### src/rtl/glyph_pixel_gen.sv
// Text-mode pixel generator: turns VGA timing counters into per-pixel colour from
// per-cell glyph bitmaps delivered over a valid/ready stream with a one-deep prefetch buffer.
module glyph_pixel_gen #(
  parameter int H_ACTIVE = 640,
  parameter int V_ACTIVE = 480,
  parameter int GLYPH_W  = 8,
  parameter int GLYPH_H  = 12,
  parameter int COLOR_W  = 4,
  parameter int COL_W    = $clog2(H_ACTIVE / GLYPH_W),
  parameter int ROW_W    = $clog2(V_ACTIVE / GLYPH_H)
) (
  input  logic                       clock25,
  input  logic                       reset_n,
  input  logic [9:0]                 HorizontalCounter,
  input  logic [9:0]                 VerticalCounter,
  input  logic [GLYPH_W*GLYPH_H-1:0] glyph_data,
  input  logic                       glyph_valid,
  output logic                       glyph_ready,
  output logic [COL_W-1:0]           NextCol,
  output logic [ROW_W-1:0]           NextRow,
  input  logic [COLOR_W-1:0]         fg_color,
  input  logic [COLOR_W-1:0]         bg_color,
  input  logic                       invert,
  input  logic                       clear_underrun,
  output logic [COLOR_W-1:0]         Pixel,
  output logic                       pixel_on,
  output logic                       underrun
);

  localparam int GBITS  = GLYPH_W * GLYPH_H;
  localparam int N_COLS = H_ACTIVE / GLYPH_W;
  localparam int PIX_W  = $clog2(GLYPH_W);
  localparam int L_W    = (GLYPH_H > 1) ? $clog2(GLYPH_H) : 1;

  localparam logic [9:0]       H_ACT    = 10'(H_ACTIVE);
  localparam logic [9:0]       V_ACT    = 10'(V_ACTIVE);
  localparam logic [9:0]       GW       = 10'(GLYPH_W);
  localparam logic [9:0]       GH       = 10'(GLYPH_H);
  localparam logic [COL_W-1:0] LAST_COL = COL_W'(N_COLS - 1);

  logic [9:0]         h_mod, v_mod;
  logic               active, cell_start, resync, xfer, underrun_set;
  logic               buf_full;
  logic [GBITS-1:0]   buf_data, src_glyph;
  logic [GLYPH_W-1:0] glyph_lines [GLYPH_H];
  logic [GLYPH_W-1:0] src_line, active_line;
  logic               cur_bit;

  logic               s1_active, s1_invert;
  logic [PIX_W-1:0]   s1_pix;
  logic [COLOR_W-1:0] s1_fg, s1_bg;

  assign glyph_ready = !buf_full;

  always_comb begin
    h_mod        = HorizontalCounter % GW;
    v_mod        = VerticalCounter % GH;
    active       = (HorizontalCounter < H_ACT) && (VerticalCounter < V_ACT);
    cell_start   = active && (h_mod == '0);
    resync       = (VerticalCounter == V_ACT) && (HorizontalCounter == '0);
    xfer         = glyph_valid && !buf_full;
    underrun_set = cell_start && !buf_full && !glyph_valid;
    // Buffered glyph has priority; an empty buffer falls through to the live stream.
    src_glyph    = buf_full ? buf_data : (glyph_valid ? glyph_data : '0);
    for (int unsigned i = 0; i < GLYPH_H; i++)
      glyph_lines[i] = src_glyph[GBITS-1-i*GLYPH_W -: GLYPH_W];
    src_line     = glyph_lines[L_W'(v_mod)];
    cur_bit      = active_line[PIX_W'(GLYPH_W-1) - s1_pix];
  end

  always_ff @(posedge clock25 or negedge reset_n) begin
    if (!reset_n) begin
      buf_full <= 1'b0;
      buf_data <= '0;
      NextCol  <= '0;
      NextRow  <= '0;
    end else if (resync) begin
      buf_full <= 1'b0;
      NextCol  <= '0;
      NextRow  <= '0;
    end else if (cell_start) begin
      buf_full <= 1'b0;
      if (NextCol == LAST_COL) begin
        NextCol <= '0;
        // Row pointer steps only when the line just finished was the glyph's last line.
        if (VerticalCounter == V_ACT - 10'd1)
          NextRow <= '0;
        else if (v_mod == GH - 10'd1)
          NextRow <= NextRow + ROW_W'(1);
      end else begin
        NextCol <= NextCol + COL_W'(1);
      end
    end else if (xfer) begin
      buf_full <= 1'b1;
      buf_data <= glyph_data;
    end
  end

  always_ff @(posedge clock25 or negedge reset_n) begin
    if (!reset_n) begin
      active_line <= '0;
      underrun    <= 1'b0;
      s1_active   <= 1'b0;
      s1_pix      <= '0;
      s1_invert   <= 1'b0;
      s1_fg       <= '0;
      s1_bg       <= '0;
      Pixel       <= '0;
      pixel_on    <= 1'b0;
    end else begin
      if (cell_start)
        active_line <= src_line;
      if (underrun_set)
        underrun <= 1'b1;
      else if (clear_underrun)
        underrun <= 1'b0;
      s1_active <= active;
      s1_pix    <= PIX_W'(h_mod);
      s1_invert <= invert;
      s1_fg     <= fg_color;
      s1_bg     <= bg_color;
      pixel_on  <= s1_active && cur_bit;
      if (!s1_active)
        Pixel <= '0;
      else
        Pixel <= (cur_bit ^ s1_invert) ? s1_fg : s1_bg;
    end
  end

endmodule

### config.mk
export PLATFORM = sky130hd
export DESIGN_NAME = glyph_pixel_gen
export DESIGN_NICKNAME = d
export VERILOG_FILES = /design/src/rtl/glyph_pixel_gen.sv
export SDC_FILE = /design/constraint.sdc
export NUM_CORES = 1
export LEC_CHECK = 0
export ABC_CLOCK_PERIOD_IN_PS = 4700
export BUFFER_PORTS_ARGS = -buffer_cell sky130_fd_sc_hd__buf_2
export CORE_ASPECT_RATIO = 0.5
export CORE_UTILIZATION = 40
export CTS_CLUSTER_SIZE = 16
export DETAILED_ROUTE_END_ITERATION = 12
export HOLD_SLACK_MARGIN = 0.03
export PLACE_DENSITY_LB_ADDON = 0.3
export SLEW_MARGIN = 0
export SYNTH_ARGS = -nofsm -noshare
export SYNTH_HDL_FRONTEND = slang
export SYNTH_SLANG_ARGS = --single-unit
### constraint.sdc
create_clock -name clock25 -period 4.7 [get_ports clock25]
set_clock_uncertainty 0.2 [all_clocks]
set_input_delay 0.94 -clock clock25 [delete_from_list [all_inputs] [get_ports clock25]]
set_output_delay 0.94 -clock clock25 [all_outputs]
set_load 0.02 [all_outputs]
# [After elaboration in Yosys (flattened, before gate mapping)]
# Index checks and enable logic that the tools add are counted.
[classes] reduce_logical=18 n_shift=0 muxes=22 multipliers=0 n_bitwise=4 n_div=1 n_eq_ne=4 n_addsub=3 n_lt_le_gt_ge=4
[op_table] operator="96-bit 2-to-1 mux" n=2
[op_table] operator="8-bit binary-select mux with 4-bit select" n=1
[op_table] operator="6-bit 2-to-1 mux" n=5
[op_table] operator="7-bit 2-to-1 mux" n=3
[op_table] operator="10-bit by 9-bit == test with 1-bit output, second input constant" n=2
[op_table] operator="10-bit logical NOT" n=2
[op_table] operator="8-bit 2-to-1 mux" n=2
[op_table] operator="10-bit by 4-bit == test with 1-bit output, second input constant" n=1
[op_table] operator="10-bit < comparator, second input constant" n=1
[op_table] operator="10-bit by 9-bit < comparator with 1-bit output, second input constant" n=1
[op_table] operator="10-bit by 4-bit modulo with 10-bit output, second input constant" n=1
[op_table] operator="4-bit 2-to-1 mux" n=2
[op_table] operator="7-bit by 1-bit adder with 7-bit output, second input constant" n=1
[op_table] operator="7-bit == test, second input constant" n=1
[op_table] operator="1-bit logical AND" n=7
[op_table] operator="6-bit by 1-bit adder with 6-bit output, second input constant" n=1
[op_table] operator="1-bit 2-to-1 mux" n=6
[op_table] operator="3-bit AND reduction" n=2
[op_table] operator="2-bit nonzero test" n=3
[op_table] operator="3-bit nonzero test" n=2
[op_table] operator="5-bit >= comparator, second input constant" n=1
[op_table] operator="4-bit inverter with 5-bit output" n=1
[op_table] operator="3-bit by 4-bit < comparator with 1-bit output, second input constant" n=1
[op_table] operator="1-bit binary-select mux with 3-bit select" n=1
[op_table] operator="other kinds (4)" n=6
[word_totals] in_bits=129 n_memories=0 output_inout_bits=20 word_cells=69 ff_bits=137 mem_bits_ro=0 ramBits=0 latchBits=0

# [Longest topological paths before layout]
# Gate-level depths: netlist of the first run.
[depth] depth_word=7 mapped_depth=11 mapped_depth_nobuf=8

# [Worst setup path after synthesis of the first run]
# Ideal clock, no wire load.
[synth_timing] kind="input-to-reg" from="in HorizontalCounter[5]" to="reg buf_data[0]" path_slack_ns=1.363 setup_ns=0.125 path_buffers=3 required_ns=4.375 path_stages=8 t_arrival_ns=3.012 path_cell_list="or4_1 > or4_4 > nor4_1 > or3_1 > buf_2 > buf_4 > buf_6 > mux2_2"
[synth_via] elab_chain_len=5 word_cells_on_any_way=8
[synth_lines] element="start: declaration" line="14" rtl="input logic [9:0] HorizontalCounter,"
[synth_lines] element="10-bit < comparator" line="58" rtl="active = (HorizontalCounter < H_ACT) && (VerticalCounter < V_ACT);"
[synth_lines] element="1-bit logical AND" line="58"
[synth_lines] element="1-bit logical AND" line="59" rtl="cell_start = active && (h_mod == '0);"
[synth_lines] element="1-bit inverter (no line)"
[synth_lines] element="3-bit AND reduction (no line) (*)"
[synth_lines] element="end signal: assignment" line="95" rtl="buf_data <= glyph_data;"
[synth_lines] element="end: declaration" line="44" rtl="logic [GBITS-1:0] buf_data, src_glyph;"
# Every way passes the cells marked *; elsewhere a longest branch is shown, timed or not.
# A chain may end at the register's enable or synchronous reset.

# [Final worst setup path of the first run]
[layout_timing] from="in HorizontalCounter[5]" to="reg NextRow[4]"
[layout_via] elab_chain_len=5 word_cells_on_any_way=10
[layout_lines] element="10-bit < comparator" line="58"
[layout_lines] element="1-bit logical AND" line="58"
[layout_lines] element="1-bit logical AND" line="59"
[layout_lines] element="2-bit nonzero test (no line)"
[layout_lines] element="3-bit AND reduction (no line)"
[layout_lines] element="end signal: assignment" line="89" rtl="NextRow <= NextRow + ROW_W'(1);"
[layout_lines] element="end: declaration" line="20" rtl="output logic [ROW_W-1:0] NextRow,"
# Parallel ways exist; a longest one is shown, timed or not.

==> results of run 1 <==
-- layout make-up --
cell class | count | area, um2
repair buffers | 157 | 854.6
well taps | 234 | 292.8
multi-input cells | 470 | 3780
clock buffers | 18 | 439.2
inverters | 9 | 33.78
fillers | 1660 | 8866
clock inverters | 13 | 171.4
flip-flops and latches | 137 | 3430
-- cell families after synthesis --
group                      after synthesis
DFF                                    137
muxes                                  137
buffers and inverters                   67
adders and majority gates                2
xor gates and xnor gates                 6
and+or+nand+nor                        120
AOI/OAI and AO/OA                      205
-- critical path, cell delays in order --
cell and delay (ns):
buf_2 0.09, or4_1 0.51, or4_4 0.47, nor4_4 0.59, o211a_1 0.31, o211ai_2 0.17
or3_1 0.35, a21oi_1 0.15
-- power by group through the flow --
stage | Sequential (mW) | Clock, mW | Combinational [mW]
finish | 1.65 | 1.41 | 0.924
global route | 1.69 | 1.48 | 1.02
CTS | 1.65 | 1.43 | 0.934
detailed placement | 1.67 | 0 | 0.931
global placement | 1.65 | 0 | 0.896
floorplan | 1.64 | 0 | 0.661
-- metrics by stage --
| stage | power (mW) | setup slack [ns] |
|---|---|---|
| after CTS | 4.017 | 1.288 |
| after floorplan | 2.304 | 1.363 |
| final | 3.981 | 1.267 |
| after global routing | 4.199 | 1.156 |
| after global placement | 2.548 | 0.9141 |
| after detailed placement | 2.603 | 0.8701 |
-- registers in the layout, indices dropped and copies added (netlist names) --
name	flops
s1_invert	1
NextRow	6
s1_active	1
pixel_on	1
NextCol	7
underrun	1
buf_full	1
s1_pix	3
Pixel	4
active_line	8
s1_fg	4
s1_bg	4
buf_data	96
-- cells in the final DEF, fill, tap and decap left out, types with 4 or more instances in the layout --
cell type,n
o221ai_1,15
o21ai_0,16
nand3_1,8
buf_4,7
buf_2,146
nand2_1,12
mux2_2,86
o22a_1,8
nor2b_1,6
a22oi_1,34
nor3_1,39
mux2i_1,38
clkbuf_16,17
nor2_1,13
nand2b_1,4
nand3b_1,4
mux2_1,10
nor4_1,5
dfrtp_1,136
clkinvlp_4,5
a21oi_1,44
inv_1,6
o22ai_1,17
a221oi_1,32
or3_1,5
xor2_1,5
a211oi_1,15
-- routing by layer --
layer / share of wire, % / routed length, um
met4: 0.88 / 174
met5: 0.060 / 12
met3: 4.7 / 940
met2: 45 / 8995
met1: 49 / 9726
-- final timing paths --
check                                          start             end  slack, ns  cells after the start
max in group asynchronous                    reset_n        Pixel[3]       3.12                      2
worst max register to register              buf_full  active_line[2]       1.61                      9
min in group asynchronous                    reset_n    buf_data[36]       0.40                      1
worst min register to register          buf_data[84]    buf_data[84]       0.29                      1
worst min-delay path                    buf_data[84]    buf_data[84]       0.29                      1
worst max-delay path            HorizontalCounter[5]      NextRow[4]       1.27                      8
==> impl_metrics.tcl, run 1 <==
set metrics [dict create \
    core_um2 17870 \
    hp-class "flop to flop" \
    synth-edff-count 0 \
    cts_tree "done" \
    htree_levels 4 \
    n_antenna_cell 0 \
    cp-end-kind "flop" \
    fin_crit_sh_pct 73.04 \
    ctsResizeCount 0 \
    viasPerCell 5.895 \
    p_int_mw 2.834 \
    synth_xor_area_share_pct 0.7002 \
    finalSetupViolCount 0 \
    synth_top_family_by_area "multiplexers" \
    synth_top_area_share_pct 45.68 \
    max_cap_violations 0 \
    first_global_vias 6228 \
    yosys_most_used_dff "dfrtp_1" \
    postRouteAntennaNets 0 \
    clkPwrFrac_pct 35.3 \
    path_clk_slew_ns 0.06 \
    p_leak_nw 3.940 \
    cts.sinks 137 \
    place_area_um2 8391 \
    required_ns 4.85 \
    insertion_delay_ns 0.43 \
    grt_util_met1_pct 30.04 \
    drive_gt1_share_pct 37.31 \
    seq_area_frac_synth_pct 45.68 \
    numCtsBuffers 17 \
    portBuffers 148 \
    die_area_um2 19350 \
    vias 6119 \
    cp-start-kind "input port" \
    final_cells 1038 \
    finalNetCount 923 \
    hold_slack_ns 0.2943 \
    clockBufferDepth 2 \
    fp-row-count 34 \
    switching_power_mw 1.148 \
    cts_setup_buffers 0 \
    slew_headroom_pct 29.97 \
    die_y_um 98.86 \
    combPwrFrac_pct 23.2 \
    crit_type "input port to flop" \
    ys_seq_elements 137 \
    io_pins 149 \
    grt_pass1_wl_um 32610 \
    wl_um 19850 \
    max_freq_mhz 291.3 \
    met2_usage_pct 33.54 \
    power_switching_share_pct 28.83 \
    async_flop_share_pct 100.0 \
    cts_hold_buf 0 \
    drtPass1Iterations 5 \
    grt_overflow 0 \
    peakVddDrop_mv 0.2756 \
    grt-busiest-layer "met2" \
    final_max_slew_viol_count 0 \
    synth-compound-area-share_pct 19.56 \
    tns_ns 0 \
    netlist_top_cells_count "137 x dfrtp_1, 86 x mux2_2, 44 x a21oi_1" \
    met3_usage_pct 4.928 \
    yosys_warnings 0 \
    yosys-top-cells-area "dfrtp_1 46%, mux2_2 13%, mux2i_1 5.1%" \
    ys_types 65 \
    syn-num-nets 805 \
    synth_area_leader_cell "dfrtp_1" \
    start_util_pct 42.00 \
    area_growth_pct 19.94 \
    worst_slew_pin_slew_ns 1.049 \
    fin_crit_ns 3.433 \
    track_usage_pct 21.49 \
    powerDensity_nw_per_um2 442.3 \
    critPathMaxFanout 12 \
    gp_congestion 0.8185 \
    hold_viol 0 \
    netlist_instances 674 \
    antenna_found_initial 1 \
    drt_iter0_markers 378 \
    status "finished, final reports clean" \
    cts_root_buf "clkbuf_16" \
    utilization_pct 50.38 \
    synthAdderAreaFrac_pct 0.3334 \
    synth_area_um2 7505 \
    wl_per_cell_um 19.12 \
    post-synth-top-count-cell "dfrtp_1" \
    p_seq_share_pct 41.5 \
    critPathArrivalTime_ns 3.58 \
    drc 0 \
    grt_max_degree 95 \
    place_hpwl_um 13770 \
    die_w_um 195.7 \
    postLayoutCellArea_um2 9001 \
    rsz0062_at_grt "no" \
    syn_avg_cell_area_um2 11.13 \
    dp.cells 1007 \
    yosys.area_share.simple_pct 9.336 \
    synthMuxAreaShare_pct 20.27 \
]
Power figures use the tool's default switching activity.
==> run 2, diff against run 1 <==
--- a/config.mk
+++ b/config.mk
@@ -5,7 +5,7 @@
 export SDC_FILE = /design/constraint.sdc
 export NUM_CORES = 1
 export LEC_CHECK = 0
-export ABC_CLOCK_PERIOD_IN_PS = 4700
+export ABC_CLOCK_PERIOD_IN_PS = 3200
 export BUFFER_PORTS_ARGS = -buffer_cell sky130_fd_sc_hd__buf_2
 export CORE_ASPECT_RATIO = 0.5
 export CORE_UTILIZATION = 40
==> constraint.sdc (replaced) <==
create_clock -name clock25 -period 3.2 [get_ports clock25]
set_clock_uncertainty 0.2 [all_clocks]
set_input_delay 0.64 -clock clock25 [delete_from_list [all_inputs] [get_ports clock25]]
set_output_delay 0.64 -clock clock25 [all_outputs]
set_load 0.02 [all_outputs]
==> run 2 against run 1 <==
Compared with the run above:
- combinational power rose by 50%
- routed wire length rose by 1.5%
- cell count rose by 2.3%
- largest power group unchanged
- first-iteration DRC count rose by 13%
- total power rose by 54%
- die area did not move
==> impl_metrics.tcl, run 2 (synthesis results as in run 1) <==
set metrics [dict create \
    insertion_delay_ns 0.42 \
    crit_type "input port to flop" \
    place_hpwl_um 14320 \
    ctsResizeCount 0 \
    fin_crit_sh_pct 90.33 \
    rsz0062_at_grt "no" \
    utilization_pct 51.97 \
    powerDensity_nw_per_um2 658.5 \
    place_area_um2 8593 \
    hold_path_end "s1_bg[3]" \
    final_cell_mix "146 x buf_2, 136 x dfrtp_1, 86 x mux2_2" \
    grt_overflow 0 \
    path_clk_slew_ns 0.06 \
    finalNetCount 946 \
    clkPwrFrac_pct 37.6 \
    final_common_cell "buf_2" \
    cts_tree "done" \
    grt-busiest-layer "met2" \
    wl_per_cell_um 18.97 \
    first_global_vias 6079 \
    max_freq_mhz 345.9 \
    hold_viol 0 \
    htree_levels 4 \
    drc 0 \
    critPathArrivalTime_ns 2.99 \
    clockBufferDepth 2 \
    p_leak_nw 4.111 \
    min_path_cells 1 \
    peakVddDrop_mv 0.4090 \
    core_um2 17870 \
    p_seq_share_pct 39.7 \
    hold_slack_ns 0.1273 \
    grt_util_met1_pct 31.21 \
    wl_um 20150 \
    largest_reg_flops 96 \
    worst_slew_pin_slew_ns 0.6185 \
    drive_gt1_share_pct 38.89 \
    required_ns 3.30 \
    start_util_pct 42.00 \
    grt_pass1_wl_um 32930 \
    r2r_cells 9 \
    p_int_mw 4.429 \
    viasPerCell 5.826 \
    combPwrFrac_pct 22.7 \
    vias 6187 \
    r2r_start "buf_full" \
    cts_root_buf "clkbuf_16" \
    cp-start-kind "input port" \
    power_switching_share_pct 27.58 \
    die_area_um2 19350 \
    drt_iter0_markers 428 \
    switching_power_mw 1.686 \
    met2_usage_pct 33.13 \
    rrSetupSlack_ns 0.57 \
    portBuffers 148 \
    met3_usage_pct 4.791 \
    r2r_end "active_line[0]" \
    critPathMaxFanout 25 \
    fin_crit_ns 2.891 \
    largest_register "buf_data" \
    cts.sinks 137 \
    max_cap_violations 0 \
    fp-row-count 34 \
    holdCritStartpoint "bg_color[3]" \
    hp-class "input port to flop" \
    slew_headroom_pct 58.47 \
    postLayoutCellArea_um2 9286 \
    track_usage_pct 21.71 \
    final_max_slew_viol_count 0 \
    n_antenna_cell 0 \
    drtPass1Iterations 6 \
    top_regs "buf_data x96, active_line x8, NextCol x7" \
    grt_max_degree 64 \
    die_y_um 98.86 \
    status "finished, final reports clean" \
    die_w_um 195.7 \
    area_growth_pct 23.74 \
    cp-end-kind "flop" \
    numCtsBuffers 17 \
    gp_congestion 0.8365 \
    postRouteAntennaNets 0 \
    finalSetupViolCount 0 \
    antenna_found_initial 0 \
    io_pins 149 \
]
## run 2: cell types whose count changed in the layout (fill, tap and decap cells not counted)
cell	previous run	this run
buf_12	3	6
buf_4	7	26
bufinv_16	3	6
clkbuf_1	0	1
clkinv_4	3	4
clkinvlp_4	5	1
dlygate4sd3_1	0	1
## run 2: what timing repair did
action,CTS,global route
endpoints found under the hold margin,55,0
hold buffers,1,0
setup buffers,0,0
## run 2: worst max path at each step
stage,startpoint,endpoint,slack (ns),depth (start not counted)
floorplan,HorizontalCounter[5],buf_data[0],0.16,8
global placement,HorizontalCounter[5],buf_data[37],-0.08,8
detailed placement,HorizontalCounter[5],buf_data[79],-0.06,8
CTS,HorizontalCounter[5],buf_data[35],0.35,8
global route,VerticalCounter[8],active_line[4],0.23,9
finish,HorizontalCounter[5],buf_data[50],0.31,8
## run 2: power by group through the flow
stage / Sequential (mW) / Clock (mW) / Combinational (mW)
final: 2.43 / 2.30 / 1.39
after global routing: 2.48 / 2.42 / 1.53
after floorplan: 2.41 / 0 / 0.971
after detailed placement: 2.45 / 0 / 1.39
after global placement: 2.43 / 0 / 1.34
after CTS: 2.42 / 2.33 / 1.40
## run 2: layout make-up
class	instances	area, um2
flip-flops and latches	137	3430
clock buffers	19	442.9
well taps	234	292.8
repair buffers	180	1067
clock inverters	13	240.2
inverters	9	33.78
multi-input cells	470	3780
fillers	1612	8581
## run 2: worst max-delay path: stages
cell and delay, ns:
buf_2 0.09, or4_1 0.52, or4_4 0.47, nor4_1 0.27, buf_4 0.17, or3_4 0.24, buf_12 0.21, mux2_2 0.36
## run 2: through the flow
stage / setup slack (ns) / std cells / total power [mW] / setup TNS (ns)
finish: 0.3094 / 1062 / 6.115 / 0
global route: 0.2254 / 1062 / 6.431 / 0
CTS: 0.3533 / 1062 / 6.153 / 0
detailed placement: -0.05909 / 1029 / 3.844 / -3.268
global placement: -0.07949 / 1029 / 3.765 / -5.895
floorplan: 0.1635 / 674 / 3.384 / 0
## run 2: metal layers
layer	wire length [um]	up-vias
met5	0	-
met4	165	0
li1	-	2909
met1	9787	3103
met3	1038	15
met2	9157	160
